`src/rtl/pipe_pkg.sv`:
```
// pipe_pkg: shared widths and the ID/EX control bundle for the five-stage pipeline
package pipe_pkg;
  localparam int DATA_W = 32;
  localparam int REG_W = 5;
  localparam int ALUOP_W = 3;
  typedef struct packed {
    logic regWrite;
    logic memRead;
    logic memWrite;
    logic memToReg;
    logic aluSrc;
    logic regDst;
    logic [ALUOP_W-1:0] aluOp;
  } idex_ctrl_t;
  localparam idex_ctrl_t IDEX_CTRL_BUBBLE = '0;
endpackage

```
`src/rtl/load_use_detector.sv`:
```
// load_use_detector: combinational load-use hazard check between the ID instruction and the load in ID/EX
module load_use_detector #(
  parameter int REG_W = pipe_pkg::REG_W
) (
  input  logic             IDEX_Valid,
  input  logic             IDEX_MemRead,
  input  logic [REG_W-1:0] IDEX_RegisterRt,
  input  logic [REG_W-1:0] ID_RegisterRs,
  input  logic [REG_W-1:0] ID_RegisterRt,
  input  logic             ID_UsesRt,
  input  logic             Flush,
  output logic             HazardStall
);
  logic loadPending;
  logic srcMatch;
  // A real load targeting a non-zero register whose result the ID instruction reads; a flushed ID instruction never stalls
  always_comb begin
    loadPending = IDEX_Valid && IDEX_MemRead && (IDEX_RegisterRt != '0);
    srcMatch = (IDEX_RegisterRt == ID_RegisterRs) || (ID_UsesRt && (IDEX_RegisterRt == ID_RegisterRt));
    HazardStall = !Flush && loadPending && srcMatch;
  end
endmodule

```
`src/rtl/id_ex_register.sv`:
```
// id_ex_register: ID/EX pipeline register with bubble/flush/stall control; load-use detection under LOAD_USE_STALL_EN
module id_ex_register
  import pipe_pkg::*;
#(
  parameter int DATA_W = pipe_pkg::DATA_W,
  parameter int REG_W = pipe_pkg::REG_W,
  parameter int ALUOP_W = pipe_pkg::ALUOP_W
) (
  input  logic               clk,
  input  logic               rst,
  input  logic               ID_RegWrite,
  input  logic               ID_MemRead,
  input  logic               ID_MemWrite,
  input  logic               ID_MemToReg,
  input  logic               ID_ALUSrc,
  input  logic               ID_RegDst,
  input  logic [ALUOP_W-1:0] ID_ALUOp,
  input  logic               ID_UsesRt,
  input  logic [DATA_W-1:0]  ID_ReadData1,
  input  logic [DATA_W-1:0]  ID_ReadData2,
  input  logic [DATA_W-1:0]  ID_Imm,
  input  logic [DATA_W-1:0]  ID_PC4,
  input  logic [REG_W-1:0]   ID_RegisterRs,
  input  logic [REG_W-1:0]   ID_RegisterRt,
  input  logic [REG_W-1:0]   ID_RegisterRd,
  input  logic               Flush,
  input  logic               Stall,
  output logic               IDEX_RegWrite,
  output logic               IDEX_MemRead,
  output logic               IDEX_MemWrite,
  output logic               IDEX_MemToReg,
  output logic               IDEX_ALUSrc,
  output logic               IDEX_RegDst,
  output logic [ALUOP_W-1:0] IDEX_ALUOp,
  output logic [DATA_W-1:0]  IDEX_ReadData1,
  output logic [DATA_W-1:0]  IDEX_ReadData2,
  output logic [DATA_W-1:0]  IDEX_Imm,
  output logic [DATA_W-1:0]  IDEX_PC4,
  output logic [REG_W-1:0]   IDEX_RegisterRs,
  output logic [REG_W-1:0]   IDEX_RegisterRt,
  output logic [REG_W-1:0]   IDEX_RegisterRd,
  output logic               IDEX_Valid,
  output logic               HazardStall
);
  idex_ctrl_t ctrlIn;
  idex_ctrl_t ctrlQ;
  logic hazard;
  logic bubble;
`ifdef LOAD_USE_STALL_EN
  load_use_detector #(.REG_W(REG_W)) uDetector (
    .IDEX_Valid(IDEX_Valid),
    .IDEX_MemRead(IDEX_MemRead),
    .IDEX_RegisterRt(IDEX_RegisterRt),
    .ID_RegisterRs(ID_RegisterRs),
    .ID_RegisterRt(ID_RegisterRt),
    .ID_UsesRt(ID_UsesRt),
    .Flush(Flush),
    .HazardStall(hazard)
  );
`else
  logic unusedUsesRt;
  assign unusedUsesRt = ID_UsesRt;
  assign hazard = 1'b0;
`endif
  assign HazardStall = hazard;
  // Bundle the decoded controls and unpack the registered copy onto the EX-facing ports
  always_comb begin
    ctrlIn = '{regWrite: ID_RegWrite, memRead: ID_MemRead, memWrite: ID_MemWrite, memToReg: ID_MemToReg,
               aluSrc: ID_ALUSrc, regDst: ID_RegDst, aluOp: ID_ALUOp};
    IDEX_RegWrite = ctrlQ.regWrite;
    IDEX_MemRead = ctrlQ.memRead;
    IDEX_MemWrite = ctrlQ.memWrite;
    IDEX_MemToReg = ctrlQ.memToReg;
    IDEX_ALUSrc = ctrlQ.aluSrc;
    IDEX_RegDst = ctrlQ.regDst;
    IDEX_ALUOp = ctrlQ.aluOp;
  end
  // Flush beats Stall, Stall beats a hazard bubble; zeroed specifiers keep the forwarding unit from matching a bubble
  assign bubble = rst || Flush || (!Stall && hazard);
  // Pipeline register: bubble, hold or load
  always_ff @(posedge clk) begin
    if (bubble) begin
      ctrlQ <= IDEX_CTRL_BUBBLE;
      IDEX_Valid <= 1'b0;
      IDEX_ReadData1 <= '0;
      IDEX_ReadData2 <= '0;
      IDEX_Imm <= '0;
      IDEX_PC4 <= '0;
      IDEX_RegisterRs <= '0;
      IDEX_RegisterRt <= '0;
      IDEX_RegisterRd <= '0;
    end else if (!Stall) begin
      ctrlQ <= ctrlIn;
      IDEX_Valid <= 1'b1;
      IDEX_ReadData1 <= ID_ReadData1;
      IDEX_ReadData2 <= ID_ReadData2;
      IDEX_Imm <= ID_Imm;
      IDEX_PC4 <= ID_PC4;
      IDEX_RegisterRs <= ID_RegisterRs;
      IDEX_RegisterRt <= ID_RegisterRt;
      IDEX_RegisterRd <= ID_RegisterRd;
    end
  end
endmodule

```
`config.mk`:
```
export PLATFORM = sky130hd
export DESIGN_NAME = id_ex_register
export DESIGN_NICKNAME = d
export VERILOG_FILES = /design/src/rtl/pipe_pkg.sv /design/src/rtl/load_use_detector.sv /design/src/rtl/id_ex_register.sv
export SDC_FILE = /design/constraint.sdc
export NUM_CORES = 1
export LEC_CHECK = 0
export CORE_MARGIN = 3
export CORE_UTILIZATION = 34
export DETAILED_ROUTE_END_ITERATION = 7
export MAX_ROUTING_LAYER = met4
export PLACE_DENSITY = 0.82
export REMOVE_ABC_BUFFERS = 1
export SKIP_LAST_GASP = 1
export SYNTH_ARGS = -nofsm -noshare
export SYNTH_HDL_FRONTEND = slang
export SYNTH_SLANG_ARGS = --single-unit
```
`constraint.sdc`:
```
create_clock -name clk -period 1.05 [get_ports clk]
set_clock_uncertainty 0.15 [all_clocks]
set_input_delay 0.1575 -clock clk [delete_from_list [all_inputs] [get_ports clk]]
set_output_delay 0.1575 -clock clk [all_outputs]
set_load 0.05 [all_outputs]
```
**Word-level counts from Yosys, hierarchy flattened**

Cells that the tools add are included.

- $add $sub $neg: 0
- Multiply operators: 0
- Divide/modulo/power cells: 0
- Magnitude comparators: 0
- Equality and inequality tests: 0
- Shifts and indexed selects: 0
- Muxes and demuxes: 0
- Bitwise logic cells: 0
- Reduce and logical (&&, ||, !) cells: 1

Operators by type and width:

| cell | number |
|---|---|
| $logic_or A1 B1 Y1 | 1 |

- Register bits after elaboration: 153
- Bits in latches: 0
- RAM bits: 0
- Memory bits (read-only): 0
- Output and inout bits: 154
- Logic and storage cells: 16
- Memories kept: 0

**Longest topological paths before layout**

Gate-level depths: netlist of run 1.

- Depth in word-level cells: 1
- Gate-level depth with buffers: 5
- Depth with buffers taken out: 2

**Least setup slack after synthesis of run 1**

Ideal clock, no wire load.

- Kind: input -> register
- Start: input port Stall
- End: register IDEX_ReadData2[10]
- Library setup time: 0.116 ns
- Data arrival time: 0.851 ns
- Required time: 0.784 ns
- Slack: -0.067 ns
- Stages: 5
- Buffers on the path: 3
- Cell sequence: buf_4 buf_6 buf_4 mux2i_1 nor2_1

RTL lines:

| item | line | text |
|---|---|---|
| start, declared | id_ex_register.sv:27 | `input logic Stall,` |
| end signal, assigned | id_ex_register.sv:96 | `IDEX_ReadData2 <= ID_ReadData2;` |
| end, declared | id_ex_register.sv:36 | `output logic [DATA_W-1:0] IDEX_ReadData2,` |

**Final worst setup path of run 1**

- Start: register IDEX_ReadData2[1]
- End: output port IDEX_ReadData2[1]

No word-level cell between the ends.

==> results of run 1 <==
[Yosys cell counts]
| master | count | area [um2] |
|---|---|---|
| dfxtp_1 | 153 | 3060 |
| or2_1 | 1 | 6.26 |
| nor2_1 | 152 | 571 |
| conb_1 | 1 | 3.75 |
| buf_4 | 4 | 30.0 |
| inv_1 | 1 | 3.75 |
| a21oi_1 | 1 | 5.00 |
| buf_2 | 9 | 45.0 |
| mux2i_1 | 152 | 1520 |
| clkbuf_1 | 8 | 30.0 |
| buf_6 | 14 | 158 |
[routing by layer]
layer  track usage (%)  share of wire [%]  vias up
li1                  -                  -     2321
met1              22.7                 38     2301
met2              39.8                 53      212
met3              6.92                7.1       25
met4              6.70                1.7        0
met5                 -                  0        -
[where the power goes]
group,switching (W),internal (W),total [W]
combinational,0.00138,0.00173,0.00310
clock,0.00232,0.00372,0.00604
sequential,0.000208,0.00602,0.00623
[kinds of logic after synthesis]
group / after synthesis / share of synthesized area (%)
buffers and inverters: 36 / 4.90
multiplexers: 152 / 28.0
flip-flops: 153 / 56.3
other: 1 / 0.0690
AND/OR/NAND/NOR: 153 / 10.6
AO/OA/AOI/OAI: 1 / 0.0920
[tightest hold or removal path, delay by kind of cell]
| kind | cells | cell delay, ps |
|---|---|---|
| AO/OA/AOI/OAI | 1 | 120 |
| buffers and inverters | 2 | 380 |
[area by class of cell]
cell class	instances	area share, %
flip-flops and latches	153	28.2
clock inverters	6	0.786
well taps	211	2.27
multi-input cells	307	18.9
inverters	1	0.0323
repair buffers	363	45.6
clock buffers	23	4.20
[cells in the final DEF, fill, tap and decap left out, drive strengths merged]
cell and count:
inv 1, a21oi 1, clkinv 1, clkbuf 25, nor2 152, bufinv 2
mux2i 152, clkdlybuf4s15 2, dfxtp 153, clkinvlp 3, buf 207, or2 1
conb 1, clkdlybuf4s50 152
[state kept, by name (all words and copies together), names as in the netlist]
| name | flops |
|---|---|
| IDEX_Imm | 32 |
| IDEX_MemWrite | 1 |
| IDEX_RegDst | 1 |
| IDEX_ALUOp | 3 |
| IDEX_Valid | 1 |
| IDEX_PC4 | 32 |
| IDEX_ALUSrc | 1 |
| IDEX_RegisterRt | 5 |
| IDEX_RegisterRs | 5 |
| IDEX_ReadData2 | 32 |
| IDEX_MemRead | 1 |
| IDEX_RegisterRd | 5 |
| IDEX_RegWrite | 1 |
| IDEX_MemToReg | 1 |
| IDEX_ReadData1 | 32 |
[through the flow]
stage / setup WS (ps) / hold WS [ps] / util (%)
after floorplan: -2030 / 99.4 / -
after global placement: -452 / 334 / 68.0
after detailed placement: -506 / 358 / 68.0
after CTS: -197 / 137 / 74.7
after global routing: -209 / 168 / 75.3
final: -170 / 160 / 75.3
[worst min-delay path by stage]
stage / start / to / slack, ps / depth (start not counted)
5_1_grt: Stall / IDEX_Valid / 170 / 3
6_report: Stall / IDEX_Valid / 160 / 3
3_5_place_dp: IDEX_Valid / IDEX_Valid / 360 / 2
4_1_cts: Stall / IDEX_Valid / 140 / 3
2_1_floorplan: Stall / IDEX_Valid / 100 / 1
3_3_place_gp: IDEX_Valid / IDEX_Valid / 330 / 2
[what timing repair did]
| item | 4_1_cts | 5_1_grt |
|---|---|---|
| setup buffers | 10 | 6 |
| cloned | 5 | 1 |
| setup endpoints to repair | 281 | 196 |
| pin swaps | 1 | 2 |
| gates resized for setup | 167 | 30 |
==> key figures, run 1 <==
Setup path
  • Crit path max fanout: 2
  • CP arrival: 910 ps
  • Crit. path cell count: 1
  • Launch point of the worst path: IDEX_ReadData2[1]
  • Critical R2R Capture: IDEX_ReadData2[5]
  • CP Data Required Time: 740 ps
  • Cells along the critical path: buf_12
  • Worst Path Buf+Inv: 1
  • CP Class: reg -> out
  • Reg2reg start: IDEX_ReadData2[5]
  • Worst setup endpoint: IDEX_ReadData2[1]
  • Slowest cell on the critical path: dfxtp_2
  • Family with the most delay on the worst path: flip-flops
  • CP Capture Type: output port
  • Reg2reg setup slack: -40 ps
  • Reg2Reg Depth: 4
  • Startpoint Class: flip-flop
  • Critical path's largest stage delay: 360 ps

Logic synthesis
  • Syn Area/Cell: 11.0 um2
  • Mapped Area: 5440 um2
  • Sequential fraction of the synthesis area: 56.3%
  • Seq cells post-synth: 153
  • Post-Synthesis Cells: 496
  • Synthesis warning total: 0
  • Netlist cell types: 11

Detailed routing
  • Initial DRT Pass Iterations: 4
  • Via Count: 4859
  • Routed Wire Length: 19200 um
  • Vias/cell: 4.57
  • DRC viols: 0
  • DRT antenna net count: 0
  • WL/cell: 18.1 um
  • DR iter-0 viols: 150

Worst hold path
  • Hold crit path type: in -> reg

Clock network
  • CTS tree: yes
  • TritonCTS Buffers: 17
  • CTS clk-pin slew, worst paths: 60 ps
  • Skew-Pair Late Insertion Delay: 400 ps
  • Max Root-Sink Buffers: 2
  • CTS Sinks: 153
  • CTS Hold Bufs: 0
  • CTS Root Cell: clkbuf_16
  • H-tree lvl count: 4

Placed design
  • DP HPWL: 14200 um
  • Area after DPL: 10500 um2
  • Placed cell count: 1015
  • PortBufs: 308
  • Routability cong.: 0.792

GRT
  • Initial antenna violation count: 0
  • Global-route wire length before repair: 29100 um
  • Grt ovf: 0
  • Vias in the first global route: 5289
  • GRT Total Usage: 22.0%
  • Largest net degree at the start of global routing: 24

STA
  • RSZ-0062 raised after global routing: true
  • Setup-failing EPs final: 154
  • Setup TNS: -23230 ps
  • Setup ws final: -170 ps
  • F_max: 820 MHz
  • Final period util: 116%
  • Final Hold Viols: 0
  • Slew Limit Fails: 0
  • Minimum clock period: 1220 ps

Final layout
  • Nets: 1000
  • Diode count: 0
  • Reg area: 3280 um2
  • Non-Filler Instances: 1064
  • # fillers: 912
  • Synth-to-layout area growth: 114%
  • Multi-input logic area: 2190 um2
  • Ratio of cells with drive above 1 in the final layout: 47.8%
  • Design area: 11600 um2

Run status
  • Failing checks: negative setup slack
  • Outcome: finished, violations left

Floorplanning
  • Core Area: 15400 um2
  • Die H: 132 um
  • Die width: 132 um
  • Rows: 45
  • Die area: 17500 um2
  • Initial Utilization: 35.2%
  • I/O pin count: 311

Pwr
  • Leak Pwr: 4.95 nW
  • Peak supply drop: 1.01 mV
  • PwrDens: 1320 nW/um2
  • Final Power: 0.0154 W

Job
  • Max cap viols: 0
Note: power is estimated with default switching activity, not from simulation.
==> run 2: changes to the inputs <==
- CORE_UTILIZATION: 34 -> 38
- PLACE_DENSITY: 0.82 -> 0.86
- SLEW_MARGIN: unset -> 20
- clock period: 1.05 -> 1.4 ns (I/O delays scaled with it)
==> run 2 against run 1 <==
Net effect:
- the flow now finishes without violations
- via count shrank 3.3%
- final area shrank 6.4%
- routed wire length shrank 8.3%
- setup slack gained 220 ps
- clock power shrank 14%
- global-route usage grew 0.98 points
- sequential power shrank 25%
- combinational power shrank 31%
- hold slack lost 110 ps
- register-to-register slack gained 540 ps
- count of clock-buffer cells in the layout shrank 2
- critical path type unchanged
==> key figures, run 2 (same netlist as run 1, synthesis figures left out) <==
Pwr
  • PwrDens: 1100 nW/um2
  • Leak Pwr: 4.65 nW
  • Final Power: 0.0120 W
  • Peak supply drop: 0.814 mV

Clock network
  • CTS Hold Bufs: 0
  • TritonCTS Buffers: 17
  • CTS tree: yes
  • Max Root-Sink Buffers: 2
  • H-tree lvl count: 4
  • Postcts setup bufs: 0
  • Skew-Pair Late Insertion Delay: 410 ps
  • CTS Sinks: 153
  • CTS Root Cell: clkbuf_16
  • CTS clk-pin slew, worst paths: 60 ps
  • Post_cts resized: 0

Floorplanning
  • Core Area: 13900 um2
  • Die H: 126 um
  • Initial Utilization: 39.0%
  • Die area: 15800 um2
  • Rows: 43
  • Die width: 126 um
  • I/O pin count: 311

GRT
  • Largest net degree at the start of global routing: 46
  • GRT Total Usage: 22.9%
  • Vias in the first global route: 5188
  • Grt ovf: 0
  • Initial antenna violation count: 0
  • Global-route wire length before repair: 27500 um

STA
  • Final Hold Viols: 0
  • Minimum clock period: 1350 ps
  • Slew Limit Fails: 0
  • Final period util: 96.6%
  • RSZ-0062 raised after global routing: false
  • F_max: 739 MHz
  • Setup-failing EPs final: 0

Worst hold path
  • Hold EP: IDEX_MemToReg
  • Hold Path Origin: Stall
  • Hold crit path type: in -> reg
  • Hold Path Stages: 3

Final layout
  • Reg area: 3060 um2
  • Leading cell type in the layout, fill and taps excluded: buf_12
  • Synth-to-layout area growth: 100%
  • Non-Filler Instances: 994
  • Diode count: 0
  • Nets: 958
  • Ratio of cells with drive above 1 in the final layout: 24.2%
  • Multi-input logic area: 2110 um2
  • # fillers: 775
  • Most frequent cells in the layout: 160 x buf_12, 154 x clkdlybuf4s50_1, 153 x dfxtp_1, 152 x mux2i_1, 152 x nor2_1

Setup path
  • Family with the most delay on the worst path: flip-flops
  • Critical R2R Capture: IDEX_Imm[22]
  • Critical path's largest stage delay: 410 ps
  • Slowest cell on the critical path: dfxtp_1
  • Crit path max fanout: 2
  • CP Data Required Time: 1040 ps
  • Reg2reg setup slack: 500 ps
  • Cells along the critical path: buf_12
  • Reg2reg start: IDEX_Imm[22]
  • CP Capture Type: output port
  • Crit. path cell count: 1
  • CP Class: reg -> out
  • Reg2Reg Depth: 2
  • CP arrival: 990 ps
  • Worst Path Buf+Inv: 1
  • Startpoint Class: flip-flop

Run status
  • Outcome: complete, no violations

Detailed routing
  • DRC viols: 0
  • WL/cell: 17.7 um
  • Routed Wire Length: 17600 um
  • Initial DRT Pass Iterations: 4
  • Vias/cell: 4.73
  • DRT antenna net count: 0
  • DR iter-0 viols: 220
  • Via Count: 4699

Placed design
  • Placed cell count: 962
  • Routability cong.: 0.807
  • DP HPWL: 13400 um
  • PortBufs: 308

Job
  • Max cap viols: 0
-- run 2: metrics by stage --
| step | cell area (um2) | setup WS [ps] | TNS (ps) | util (%) | hold WS (ps) |
|---|---|---|---|---|---|
| final | 10900 | 47.0 | 0 | 78.0 | 49.3 |
| after global routing | 10900 | 23.2 | 0 | 78.0 | 84.4 |
| after CTS | 10900 | 24.7 | 0 | 78.0 | 46.5 |
| after detailed placement | 10200 | -131 | -13370 | 73.2 | 337 |
| after global placement | 10200 | -102 | -12260 | 73.2 | 327 |
| after floorplan | 5170 | -1730 | -264800 | - | 152 |
-- run 2: layout make-up --
type / count / share of cell area (%)
multi-input cells: 307 / 19.4
flip-flops and latches: 153 / 28.2
inverters: 1 / 0.0345
repair buffers: 321 / 44.2
clock buffers: 21 / 4.14
well taps: 180 / 2.07
clock inverters: 11 / 2.00
-- run 2: worst max-delay path by stage --
| stage | from | end |
|---|---|---|
| floorplan | rst | IDEX_ALUOp[0] |
| global placement | Flush | IDEX_Valid |
| detailed placement | Flush | IDEX_PC4[2] |
| CTS | IDEX_Imm[25] | IDEX_Imm[25] |
| global route | IDEX_PC4[15] | IDEX_PC4[15] |
| finish | IDEX_Imm[25] | IDEX_Imm[25] |
-- run 2: power breakdown --
group	internal, W	total (W)	switching, W	leakage, nW
combinational	0.00116	0.00213	0.000963	3.08
clock	0.00340	0.00519	0.00179	0.318
sequential	0.00450	0.00466	0.000157	1.25
total	0.00906	0.0120	0.00291	4.65
-- run 2: worst min-delay path, stage by stage --
cell	delay, ps
clkbuf_8	190
mux2i_1	100
nor2_1	70
-- run 2: layer usage --
metal  track usage, %  routed length, um  up-vias
met5                -                  0        -
met4             8.67                491        0
met3             7.76               1280       33
met2             40.7               9350      211
met1             23.4               6490     2205
li1                 -                  -     2250
==> run 3: changes to the inputs <==
- SLEW_MARGIN: 20 -> unset
==> results of run 3 <==
Same layout as run 2: the final DEF is identical, and so are final timing and power.
